[config.mk]
export PLATFORM = sky130hd
export DESIGN_NAME = instr_fetch_queue_flat
export DESIGN_NICKNAME = d
export VERILOG_FILES = /design/src/rtl/instr_fetch_queue_pkg.sv /design/src/rtl/instr_fetch_queue_if.sv /design/src/rtl/instr_fetch_queue_fetch_entry_buf.sv /design/src/rtl/instr_fetch_queue.sv /design/src/flat_wrapper.sv
export SDC_FILE = /design/constraint.sdc
export NUM_CORES = 1
export LEC_CHECK = 0
export ABC_CLOCK_PERIOD_IN_PS = 4800
export BUFFER_PORTS_ARGS = -buffer_cell sky130_fd_sc_hd__buf_4
export CAP_MARGIN = 30
export CORE_MARGIN = 2
export CORE_UTILIZATION = 51
export CTS_CLUSTER_DIAMETER = 200
export CTS_CLUSTER_SIZE = 20
export DETAILED_ROUTE_END_ITERATION = 16
export PLACE_DENSITY = 0.76
export SLEW_MARGIN = 20
export SYNTH_ARGS = -nofsm -noshare
export SYNTH_HDL_FRONTEND = slang
export SYNTH_HIERARCHICAL = 1
export SYNTH_SLANG_ARGS = --single-unit
export TNS_END_PERCENT = 100
[constraint.sdc]
create_clock -name clk -period 4.8 [get_ports clk]
set_input_delay 0.96 -clock clk [delete_from_list [all_inputs] [get_ports clk]]
set_output_delay 0.96 -clock clk [all_outputs]
set_load 0.03 [all_outputs]
[src/rtl/instr_fetch_queue_pkg.sv]
// Shared sizing constants and helpers for the instruction fetch queue.
package instr_fetch_queue_pkg;
  localparam int IFQ_ADDR_W        = 32;
  localparam int IFQ_INSTR_W       = 32;
  localparam int FETCH_QUEUE_DEPTH = 4;

  // Pointers carry one extra wrap bit so full and empty are distinguishable.
  function automatic int ptr_w(input int depth);
    return $clog2(depth) + 1;
  endfunction
endpackage

[src/rtl/instr_fetch_queue_if.sv]
// PC, instruction-memory and decode handshakes seen by the fetch queue.
interface instr_fetch_queue_if
  import instr_fetch_queue_pkg::*;
#(
  parameter int ADDR_W  = IFQ_ADDR_W,
  parameter int INSTR_W = IFQ_INSTR_W
);
  logic [ADDR_W-1:0]  pc_in;
  logic               pc_hold;
  logic               flush;
  logic               imem_req_valid;
  logic [ADDR_W-1:0]  imem_req_addr;
  logic               imem_req_ready;
  logic               imem_resp_valid;
  logic [INSTR_W-1:0] imem_resp_data;
  logic               dec_valid;
  logic [INSTR_W-1:0] dec_instr;
  logic [ADDR_W-1:0]  dec_pc;
  logic               dec_ready;

  modport master (
    input  pc_in, flush, imem_req_ready, imem_resp_valid, imem_resp_data, dec_ready,
    output pc_hold, imem_req_valid, imem_req_addr, dec_valid, dec_instr, dec_pc
  );

  modport slave (
    output pc_in, flush, imem_req_ready, imem_resp_valid, imem_resp_data, dec_ready,
    input  pc_hold, imem_req_valid, imem_req_addr, dec_valid, dec_instr, dec_pc
  );
endinterface

[src/rtl/instr_fetch_queue_fetch_entry_buf.sv]
// Entry storage: per-slot PC, instruction and filled flag with separate
// allocate, fill and read ports.
module fetch_entry_buf
  import instr_fetch_queue_pkg::*;
#(
  parameter int DEPTH   = FETCH_QUEUE_DEPTH,
  parameter int ADDR_W  = IFQ_ADDR_W,
  parameter int INSTR_W = IFQ_INSTR_W,
  parameter int IW      = $clog2(DEPTH)
) (
  input  logic               clk,
  input  logic               rst,
  input  logic               clear,
  input  logic               alloc_en,
  input  logic [IW-1:0]      alloc_idx,
  input  logic [ADDR_W-1:0]  alloc_pc,
  input  logic               fill_en,
  input  logic [IW-1:0]      fill_idx,
  input  logic [INSTR_W-1:0] fill_instr,
  input  logic [IW-1:0]      rd_idx,
  output logic [ADDR_W-1:0]  rd_pc,
  output logic [INSTR_W-1:0] rd_instr,
  output logic               rd_filled
);
  logic [DEPTH-1:0][ADDR_W-1:0]  pc_q, pc_d;
  logic [DEPTH-1:0][INSTR_W-1:0] instr_q, instr_d;
  logic [DEPTH-1:0]              filled_q, filled_d;

  // Alloc and fill never target the same slot: fill trails tail by < DEPTH.
  always_comb begin
    pc_d     = pc_q;
    instr_d  = instr_q;
    filled_d = filled_q;
    if (alloc_en) begin
      pc_d[alloc_idx]     = alloc_pc;
      filled_d[alloc_idx] = 1'b0;
    end
    if (fill_en) begin
      instr_d[fill_idx]  = fill_instr;
      filled_d[fill_idx] = 1'b1;
    end
    if (clear) filled_d = '0;
  end

  always_ff @(posedge clk) begin
    if (rst) filled_q <= '0;
    else     filled_q <= filled_d;
    pc_q    <= pc_d;
    instr_q <= instr_d;
  end

  assign rd_pc     = pc_q[rd_idx];
  assign rd_instr  = instr_q[rd_idx];
  assign rd_filled = filled_q[rd_idx];
endmodule

[src/rtl/instr_fetch_queue.sv]
// Fetch stage: issues PC requests, tracks outstanding responses and delivers
// returned instructions to decode in order; flush discards everything in flight.
module instr_fetch_queue
  import instr_fetch_queue_pkg::*;
#(
  parameter int ADDR_W  = IFQ_ADDR_W,
  parameter int INSTR_W = IFQ_INSTR_W,
  parameter int DEPTH   = FETCH_QUEUE_DEPTH
) (
  input logic                 clk,
  input logic                 rst,
  instr_fetch_queue_if.master bus
);
  localparam int PW = ptr_w(DEPTH);
  localparam int IW = PW - 1;
  localparam logic [PW:0] CAP = (PW+1)'(DEPTH);

  logic [PW-1:0] head_q, head_d, fill_q, fill_d, tail_q, tail_d, disc_q, disc_d;
  logic [PW-1:0] count, outst;
  logic [PW:0]   used;
  logic          req_ok, accept, resp_take, resp_drop, resp_sub, head_filled, pop;

  assign count = tail_q - head_q;
  assign outst = tail_q - fill_q;
  // Capacity counts stale in-flight responses: they still need a landing cycle.
  assign used  = {1'b0, count} + {1'b0, disc_q};

  assign req_ok    = !rst && !bus.flush && (used < CAP);
  assign accept    = req_ok && bus.imem_req_ready;
  assign resp_drop = bus.imem_resp_valid && (disc_q != '0);
  assign resp_take = bus.imem_resp_valid && (disc_q == '0) && (outst != '0) && !bus.flush;
  assign resp_sub  = bus.imem_resp_valid && ((disc_q != '0) || (outst != '0));
  assign pop       = bus.dec_valid && bus.dec_ready && !bus.flush;

  assign bus.imem_req_valid = req_ok;
  assign bus.imem_req_addr  = bus.pc_in;
  assign bus.pc_hold        = !accept;
  assign bus.dec_valid      = (count != '0) && head_filled;

  always_comb begin
    head_d = head_q;
    fill_d = fill_q;
    tail_d = tail_q;
    disc_d = disc_q;
    if (bus.flush) begin
      head_d = '0;
      fill_d = '0;
      tail_d = '0;
      disc_d = disc_q + outst - PW'(resp_sub);
    end else begin
      if (accept)    tail_d = tail_q + PW'(1);
      if (resp_take) fill_d = fill_q + PW'(1);
      if (pop)       head_d = head_q + PW'(1);
      if (resp_drop) disc_d = disc_q - PW'(1);
    end
  end

  always_ff @(posedge clk) begin
    if (rst) begin
      head_q <= '0;
      fill_q <= '0;
      tail_q <= '0;
      disc_q <= '0;
    end else begin
      head_q <= head_d;
      fill_q <= fill_d;
      tail_q <= tail_d;
      disc_q <= disc_d;
    end
  end

  fetch_entry_buf #(
    .DEPTH(DEPTH), .ADDR_W(ADDR_W), .INSTR_W(INSTR_W), .IW(IW)
  ) u_buf (
    .clk        (clk),
    .rst        (rst),
    .clear      (bus.flush),
    .alloc_en   (accept),
    .alloc_idx  (tail_q[IW-1:0]),
    .alloc_pc   (bus.pc_in),
    .fill_en    (resp_take),
    .fill_idx   (fill_q[IW-1:0]),
    .fill_instr (bus.imem_resp_data),
    .rd_idx     (head_q[IW-1:0]),
    .rd_pc      (bus.dec_pc),
    .rd_instr   (bus.dec_instr),
    .rd_filled  (head_filled)
  );
endmodule

[src/flat_wrapper.sv]
// flat-port wrapper written by rule: the top's interface ports become plain ports
module instr_fetch_queue_flat import instr_fetch_queue_pkg::*;
#(
  parameter int ADDR_W  = IFQ_ADDR_W,
  parameter int INSTR_W = IFQ_INSTR_W,
  parameter int DEPTH   = FETCH_QUEUE_DEPTH
)
  (clk, rst, bus_pc_in, bus_flush, bus_imem_req_ready, bus_imem_resp_valid, bus_imem_resp_data, bus_dec_ready, bus_pc_hold, bus_imem_req_valid, bus_imem_req_addr, bus_dec_valid, bus_dec_instr, bus_dec_pc);
  instr_fetch_queue_if #(.ADDR_W(ADDR_W), .INSTR_W(INSTR_W)) bus_i ();
  input logic clk;
  input logic rst;
  input wire logic [$bits(bus_i.pc_in)-1:0] bus_pc_in;
  input wire logic [$bits(bus_i.flush)-1:0] bus_flush;
  input wire logic [$bits(bus_i.imem_req_ready)-1:0] bus_imem_req_ready;
  input wire logic [$bits(bus_i.imem_resp_valid)-1:0] bus_imem_resp_valid;
  input wire logic [$bits(bus_i.imem_resp_data)-1:0] bus_imem_resp_data;
  input wire logic [$bits(bus_i.dec_ready)-1:0] bus_dec_ready;
  output wire logic [$bits(bus_i.pc_hold)-1:0] bus_pc_hold;
  output wire logic [$bits(bus_i.imem_req_valid)-1:0] bus_imem_req_valid;
  output wire logic [$bits(bus_i.imem_req_addr)-1:0] bus_imem_req_addr;
  output wire logic [$bits(bus_i.dec_valid)-1:0] bus_dec_valid;
  output wire logic [$bits(bus_i.dec_instr)-1:0] bus_dec_instr;
  output wire logic [$bits(bus_i.dec_pc)-1:0] bus_dec_pc;
  assign bus_i.pc_in = bus_pc_in;
  assign bus_i.flush = bus_flush;
  assign bus_i.imem_req_ready = bus_imem_req_ready;
  assign bus_i.imem_resp_valid = bus_imem_resp_valid;
  assign bus_i.imem_resp_data = bus_imem_resp_data;
  assign bus_i.dec_ready = bus_dec_ready;
  assign bus_pc_hold = bus_i.pc_hold;
  assign bus_imem_req_valid = bus_i.imem_req_valid;
  assign bus_imem_req_addr = bus_i.imem_req_addr;
  assign bus_dec_valid = bus_i.dec_valid;
  assign bus_dec_instr = bus_i.dec_instr;
  assign bus_dec_pc = bus_i.dec_pc;
  instr_fetch_queue #(.ADDR_W(ADDR_W), .INSTR_W(INSTR_W), .DEPTH(DEPTH)) u_core (.clk(clk), .rst(rst), .bus(bus_i));
endmodule
==> impl_metrics.yaml, run 1 <==
detailed_routing:
  drt-wirelength-per-cell_um: 20.8
  routed_wl_um: 18900
  drtAntennaViolNets: 0
  via_per_inst: 5.56
  vias: 5061
  firstDrtPassIters: 5
  drt_iter0_markers: 384
  drc: 0
synthesis:
  synth-edff-count: 256
  synth.area.mux_share_pct: 13.8
  synth_top_cells_by_count: "edfxtp_1, mux4_2, buf_4"
  synth_fa_ha_area_share_pct: 1.97
  synth_cell_types: 39
  synth_area_mm2: 0.0107
  yosys.cell_count.top_type: "edfxtp_1"
  synth-xor-area-share_pct: 1.10
  synthTopCellsByArea: "edfxtp_1, mux4_2, dfxtp_1"
  synth_compound_area_share_pct: 1.51
  yosys.area.top_type: "edfxtp_1"
  ys_seq_area_share_pct: 75.0
  ys.warnings.count: 6
  avgSynthCellArea_um2: 22.0
  synthFlopType: "edfxtp_1"
  async_flop_share_pct: 0
  ys_seq_elements: 272
  synth_simple_gate_area_share_pct: 2.32
  synthCells: 486
  synth_nets: 571
  synth_top_family_by_area: "multiplexers"
  synthDominantCellAreaShare_pct: 72.0
sta:
  fmax_mhz: 245
  finalSetupViolations: 0
  fin_crit_ns: 4.08
  rsz0062_at_grt: "false"
  slew_viol_final: 0
  finClkSkew_ns: 0.0123
  setup_tns_ns: 0
  relSlewSlack_pct: 38.8
  final-hold-violation-count: 0
  worst_pin_slew_ns: 0.918
  post-route-period-util_pct: 85.1
cts:
  clk_path_buf_depth: 3
  cts_root_buf: "clkbuf_16"
  htree_levels: 1
  postCtsSetupBuffers: 0
  ctsResizeCount: 0
  ctsHoldBuffers: 0
  cts_tree: "yes"
  cts_buffers: 17
  clkSinkCount: 272
  insertion_delay_ns: 0.49
  cts.clk_slew.worst_paths_ns: 0.09
global_routing:
  grt_start_max_net_pins: 67
  grt_pass1_vias: 5262
  grt_first_pass_wirelength_um: 29400
  grt_overflow_total: 0
  antenna_found_initial: 0
  grt_usage_pct: 17.4
pwr:
  power_leakage_nw: 4.23
  p_total_w: 0.00440
  powerDensity_mw_per_mm2: 352
  vdd_drop_max_mv: 0.293
worst_setup_path:
  arrival_ns: 3.12
  crit_type: "reg2out"
  endpoint_kind: "output pin"
  crit_top_cell: "ha_1"
  cp_cell_sequence: "ha_1 -> inv_1 -> fa_1 -> xnor3_2 -> ha_1 -> nor3_1 -> nand4_1 -> buf_4"
  critPathMaxFanout: 26
  cp.required_ns: 3.84
  startpoint_type: "flop"
  cp_slowest_cell: "dfxtp_4"
  max_stage_delay_ns: 0.69
  cp_top_family: "adder cells"
  critPathBufInv: 2
  r2r_cells: 9
  cp.depth: 8
cells_and_area:
  final_layout_size_suffix_gt1_share_pct: 43.9
  regArea_mm2: 0.00802
  antennaDiodeCount: 0
  nNetsFinal: 720
  final_util_pct: 61.3
  fill_cells: 1415
  multi_input_area_mm2: 0.00224
  synthToLayoutAreaGrowth_pct: 17.0
run_status:
  run_status: "finished clean"
floorplanning:
  core_area_mm2: 0.0204
  fp.dieArea_mm2: 0.0221
  ioPinCount: 169
  core.rowCount: 52
  die_x_um: 149
  die_y_um: 149
  initial_core_util_pct: 52.4
placement:
  dpl.hpwl_um: 11900
  port-buffer-count: 168
  gp_congestion: 0.712
job:
  drv_cap: 0
hold_path:
  whs_path_depth: 2
  worst_hold_path_type: "reg2reg"
cell type report:
class,count,area share [%]
flip-flops and latches,272,64.2
multi-input cells,154,17.9
repair buffers,177,11.1
clock buffers,22,3.56
well taps,270,2.71
inverters,13,0.391
clock inverters,2,0.140
power by group:
| group | leakage, nW | total [W] | switching [W] | internal [W] |
|---|---|---|---|---|
| clock | 0.224 | 0.00137 | 0.000709 | 0.000657 |
| combinational | 1.57 | 0.000393 | 0.000224 | 0.000168 |
| sequential | 2.44 | 0.00264 | 0.0000178 | 0.00263 |
| total | 4.23 | 0.00440 | 0.000951 | 0.00345 |
final timing paths:
| kind | startpoint | endpoint | slack, ns |
|---|---|---|---|
| min | u_core/head_q[1] | u_core/head_q[1] | 0.57 |
| max reg2reg | u_core/head_q[0] | u_core/u_buf/pc_q[70] | 1.06 |
| max | u_core/head_q[0] | bus_pc_hold | 0.72 |
| min reg2reg | u_core/head_q[1] | u_core/head_q[1] | 0.57 |
routing by layer:
metal  vias to the layer above  wire, um  global-route usage, %
met2                       175      9180                   28.6
met4                         0       272                   3.57
met1                      2625      7750                   23.6
met3                        22      1710                   5.15
met5                         -         0                      0
li1                       2239         -                      -
flip-flops by register name, summed over array words and instances (netlist names):
register	flops
u_core/u_buf/pc_q	128
u_core/head_q	3
u_core/disc_q	3
u_core/u_buf/filled_q	4
u_core/tail_q	3
u_core/u_buf/instr_q	128
u_core/fill_q	3
kinds of logic after synthesis:
kind of cell	after synthesis
and+or+nand+nor	44
DFF	272
AOI/OAI and AO/OA	19
adders and majority gates	15
buffers and inverters	60
xor gates and xnor gates	10
muxes	66
layout by cell type, fill, tap and decap left out, types with 3 or more instances in the layout:
cell type and n:
a21oi_1 4, clkbuf_16 17, dfxtp_1 14, fa_1 3, buf_4 173, mux4_2 65, nor2_1 9, inv_1 13
xnor2_1 6, clkbuf_1 5, nand2_1 8, nand3_1 5, ha_1 12, o2bb2ai_1 3, or3b_2 4, edfxtp_1 256
buf_12 3, a211oi_1 3
metrics by stage:
stage	setup slack (ns)	cells	area (um2)	hold WS, ns
2_1_floorplan	0.0959	486	10700	0.504
3_3_place_gp	1.08	884	12000	0.553
3_5_place_dp	1.04	884	12000	0.551
4_1_cts	0.670	908	12400	0.566
5_1_grt	0.461	910	12500	0.585
6_report	0.716	910	12500	0.570
tightest hold or removal path, delay by kind of cell, from the launching register on:
kind	cells	cell delay, ns
flip-flops	1	0.35
AO/OA/AOI/OAI	1	0.09
buffers and inverters	1	0.10
Note: power is estimated with default switching activity, not from simulation.
==> run 2, diff against run 1 <==
--- a/config.mk
+++ b/config.mk
@@ -13,7 +13,7 @@
 export CTS_CLUSTER_DIAMETER = 200
 export CTS_CLUSTER_SIZE = 20
 export DETAILED_ROUTE_END_ITERATION = 16
-export PLACE_DENSITY = 0.76
+export PLACE_DENSITY_LB_ADDON = 0.12
 export SLEW_MARGIN = 20
 export SYNTH_ARGS = -nofsm -noshare
 export SYNTH_HDL_FRONTEND = slang
==> impl_metrics.yaml, run 2 (synthesis gave the netlist of run 1 again) <==
run_status:
  run_status: "finished clean"
sta:
  postLayoutSetupSlackWorst_ns: 0.947
  rsz0062_at_grt: "false"
  slew_viol_final: 0
  setup_tns_ns: 0
  fin_crit_ns: 3.85
  finClkSkew_ns: 0.0231
  fmax_mhz: 260
  final-hold-violation-count: 0
  post-route-period-util_pct: 80.3
  worst_pin_slew_ns: 0.941
  relSlewSlack_pct: 37.2
  finalSetupViolations: 0
floorplanning:
  core.rowCount: 52
  core_area_mm2: 0.0204
  die_y_um: 149
  ioPinCount: 169
  initial_core_util_pct: 52.4
  die_x_um: 149
  fp.dieArea_mm2: 0.0221
cells_and_area:
  synthToLayoutAreaGrowth_pct: 16.7
  layout_commonest_cell: "edfxtp_1"
  regArea_mm2: 0.00802
  fill_cells: 1468
  nNetsFinal: 718
  multi_input_area_mm2: 0.00224
  mostFrequentLayoutCells: "edfxtp_1, buf_4, mux4_2, clkbuf_16, dfxtp_1"
  reg_top3: "u_core/u_buf/instr_q: 128 flops, u_core/u_buf/pc_q: 128 flops, u_core/u_buf/filled_q: 4 flops"
  final_layout_size_suffix_gt1_share_pct: 43.5
  antennaDiodeCount: 0
worst_setup_path:
  crit_type: "reg2out"
  endpoint_kind: "output pin"
  cp_cell_sequence: "buf_4 -> buf_4 -> mux4_2 -> buf_4"
  max_stage_delay_ns: 0.76
  startpoint_type: "flop"
  arrival_ns: 2.89
  crit_top_cell: "buf_4"
  cp_slowest_cell: "buf_4"
  cp.required_ns: 3.84
  critPathMaxFanout: 41
cts:
  cts.clk_slew.worst_paths_ns: 0.08
  cts_root_buf: "clkbuf_16"
  ctsHoldBuffers: 0
  htree_levels: 1
  clkSinkCount: 272
  clk_path_buf_depth: 3
  insertion_delay_ns: 0.49
  ctsResizeCount: 0
  cts_buffers: 17
  cts_tree: "yes"
  postCtsSetupBuffers: 0
placement:
  dpl.hpwl_um: 11500
  dp_worst_setup_slack_ns: 1.27
  gp_congestion: 0.761
  port-buffer-count: 168
pwr:
  vdd_drop_max_mv: 0.297
  powerDensity_mw_per_mm2: 354
  power_leakage_nw: 4.21
hold_path:
  worst_hold_path_type: "reg2reg"
global_routing:
  grt_first_pass_wirelength_um: 28600
  grt_pass1_vias: 5276
  grt_usage_pct: 16.9
  grt_start_max_net_pins: 67
  antenna_found_initial: 0
  grt_overflow_total: 0
detailed_routing:
  firstDrtPassIters: 4
  vias: 4993
  drt_iter0_markers: 351
  drtAntennaViolNets: 0
  drt-wirelength-per-cell_um: 20.3
  routed_wl_um: 18500
  drc: 0
  via_per_inst: 5.47
job:
  drv_cap: 0
-- run 2: through the flow --
step	total power, W	util [%]	std cells	area (um2)	hold slack, ns
final	0.00441	61.1	913	12500	0.571
after global routing	0.00458	61.1	913	12500	0.600
after CTS	0.00446	61.0	912	12400	0.576
after detailed placement	0.00309	58.7	883	11900	0.559
after global placement	0.00307	58.7	883	11900	0.541
after floorplan	0.00294	-	486	10700	0.504
-- run 2: final timing paths --
path / to / depth (start not counted) / from / slack (ns)
min: u_core/head_q[1] / 2 / u_core/head_q[1] / 0.57
min reg2reg: u_core/head_q[1] / 2 / u_core/head_q[1] / 0.57
max: bus_dec_pc[16] / 4 / u_core/head_q[0] / 0.95
max reg2reg: u_core/u_buf/pc_q[87] / 10 / u_core/tail_q[0] / 1.30
-- run 2: cell type report --
| cell class | count | area share (%) |
|---|---|---|
| repair buffers | 175 | 10.7 |
| clock buffers | 28 | 3.75 |
| clock inverters | 1 | 0.0703 |
| multi-input cells | 154 | 18.0 |
| well taps | 270 | 2.71 |
| flip-flops and latches | 272 | 64.4 |
| inverters | 13 | 0.392 |
-- run 2: worst max-delay path: cells and delay by family, from the launching register on --
kind | cells | cell delay, ns
DFF | 1 | 0.35
buffers and inverters | 3 | 1.40
muxes | 1 | 0.63
-- run 2: per-layer routing --
| metal | wire length, um | global-route usage [%] | part of all wire [%] |
|---|---|---|---|
| met5 | 0 | 0 | 0 |
| met4 | 310 | 4.05 | 1.7 |
| met3 | 1050 | 3.13 | 5.7 |
| met2 | 9570 | 29.4 | 52 |
| met1 | 7610 | 22.6 | 41 |
-- run 2: where the power goes --
group | switching, W | internal (W) | leakage, nW
combinational | 0.000219 | 0.000164 | 1.55
clock | 0.000707 | 0.000672 | 0.227
sequential | 0.0000180 | 0.00263 | 2.44
==> run 3, diff against run 2 <==
--- a/config.mk
+++ b/config.mk
@@ -5,11 +5,11 @@
 export SDC_FILE = /design/constraint.sdc
 export NUM_CORES = 1
 export LEC_CHECK = 0
-export ABC_CLOCK_PERIOD_IN_PS = 4800
+export ABC_CLOCK_PERIOD_IN_PS = 3700
 export BUFFER_PORTS_ARGS = -buffer_cell sky130_fd_sc_hd__buf_4
 export CAP_MARGIN = 30
 export CORE_MARGIN = 2
-export CORE_UTILIZATION = 51
+export CORE_UTILIZATION = 56
 export CTS_CLUSTER_DIAMETER = 200
 export CTS_CLUSTER_SIZE = 20
 export DETAILED_ROUTE_END_ITERATION = 16
==> constraint.sdc (replaced) <==
create_clock -name clk -period 3.7 [get_ports clk]
set_input_delay 0.74 -clock clk [delete_from_list [all_inputs] [get_ports clk]]
set_output_delay 0.74 -clock clk [all_outputs]
set_load 0.03 [all_outputs]
==> impl_metrics.yaml, run 3 (synthesis gave the netlist of run 1 again) <==
run_status:
  run_status: "finished clean"
cells_and_area:
  layoutNonFillerInstCount: 879
  antennaDiodeCount: 0
  final_layout_size_suffix_gt1_share_pct: 44.8
  layout_commonest_cell: "edfxtp_1"
  synthToLayoutAreaGrowth_pct: 17.4
  nNetsFinal: 725
  reg_top3: "u_core/u_buf/instr_q: 128 flops, u_core/u_buf/pc_q: 128 flops, u_core/u_buf/filled_q: 4 flops"
  mostFrequentLayoutCells: "edfxtp_1, buf_4, mux4_2, clkbuf_16, dfxtp_1"
  fill_cells: 1236
sta:
  final-hold-violation-count: 0
  setup_tns_ns: 0
  slew_viol_final: 0
  fin_crit_ns: 3.53
  postLayoutSetupSlackWorst_ns: 0.170
  relSlewSlack_pct: 49.8
  rsz0062_at_grt: "false"
  fmax_mhz: 283
  finClkSkew_ns: 0.0184
  worst_pin_slew_ns: 0.753
  finalSetupViolations: 0
  post-route-period-util_pct: 95.4
worst_setup_path:
  critPathMaxFanout: 6
  endpoint_kind: "output pin"
  cp.required_ns: 2.96
  arrival_ns: 2.79
  crit_type: "reg2out"
  startpoint_type: "flop"
  r2r_cells: 15
cts:
  cts_tree: "yes"
  clkSinkCount: 272
  ctsResizeCount: 0
  postCtsSetupBuffers: 0
  cts_root_buf: "clkbuf_16"
  cts_buffers: 17
  htree_levels: 1
  clk_path_buf_depth: 3
  ctsHoldBuffers: 0
  insertion_delay_ns: 0.49
  cts.clk_slew.worst_paths_ns: 0.08
placement:
  gp_congestion: 0.746
  dpl.hpwl_um: 11400
  placedCellCount: 854
  port-buffer-count: 168
  dp_worst_setup_slack_ns: 0.311
floorplanning:
  fp.dieArea_mm2: 0.0202
  die_y_um: 142
  initial_core_util_pct: 57.1
  die_x_um: 142
  core_area_mm2: 0.0187
  ioPinCount: 169
  core.rowCount: 50
pwr:
  powerDensity_mw_per_mm2: 454
  power_leakage_nw: 4.27
  vdd_drop_max_mv: 0.411
  p_total_w: 0.00569
global_routing:
  antenna_found_initial: 0
  use_met2_pct: 31.0
  top_usage_layer: "met2"
  grt_pass1_vias: 5120
  grt_start_max_net_pins: 67
  grt_usage_pct: 18.2
  use_met1_pct: 24.4
  met3_usage_pct: 4.31
  grt_first_pass_wirelength_um: 28000
  grt_overflow_total: 0
detailed_routing:
  routed_wl_um: 18200
  via_per_inst: 5.65
  drt-wirelength-per-cell_um: 20.7
  drc: 0
  drt_iter0_markers: 300
  vias: 4963
  drtAntennaViolNets: 0
  firstDrtPassIters: 4
hold_path:
  worst_hold_path_type: "in2reg"
  whs_path_depth: 1
job:
  drv_cap: 0
## run 3: layout make-up
type	count	area [um2]	share of cell area (%)
Timing Repair Buffer	182	1460	11.7
Multi-Input combinational cell	154	2250	18.0
Clock inverter	2	17.5	0.140
Clock buffer	22	444	3.54
Tap cell	234	293	2.34
Sequential cell	272	8020	64.0
Inverter	13	48.8	0.389
## run 3: report_power, final
group          total [W]  switching [W]  internal, W
sequential       0.00343      0.0000243      0.00341
clock            0.00176       0.000906     0.000852
combinational   0.000499       0.000282     0.000217
total            0.00569        0.00121      0.00448
## run 3: layer usage
layer	routed length (um)	part of all wire, %
met5	0	0
met4	204	1.1
met2	9220	51
met1	7450	41
met3	1280	7.0
## run 3: worst paths after layout
check                              from                       end  slack (ns)
setup / recovery       u_core/tail_q[0]               bus_pc_hold        0.17
setup reg to reg       u_core/tail_q[0]          u_core/disc_q[2]        0.34
hold / removal    bus_imem_resp_data[4]  u_core/u_buf/instr_q[36]        0.45
hold reg to reg        u_core/head_q[1]          u_core/head_q[1]        0.55
## run 3: through the flow
step	hold WS, ns	instance area, um2	utilization [%]
2_1_floorplan	0.504	10700	-
3_3_place_gp	0.539	12000	64.4
3_5_place_dp	0.542	12000	64.4
4_1_cts	0.433	12500	66.8
5_1_grt	0.431	12500	67.0
6_report	0.447	12500	67.0
## run 3: critical path, stage by stage (launching register included)
cell and delay, ns:
dfxtp_1 0.37, inv_1 0.14, ha_1 0.16, inv_1 0.05, fa_1 0.36, xnor3_2 0.27, ha_1 0.30, nor3_2 0.27
nand4_1 0.17, buf_4 0.22
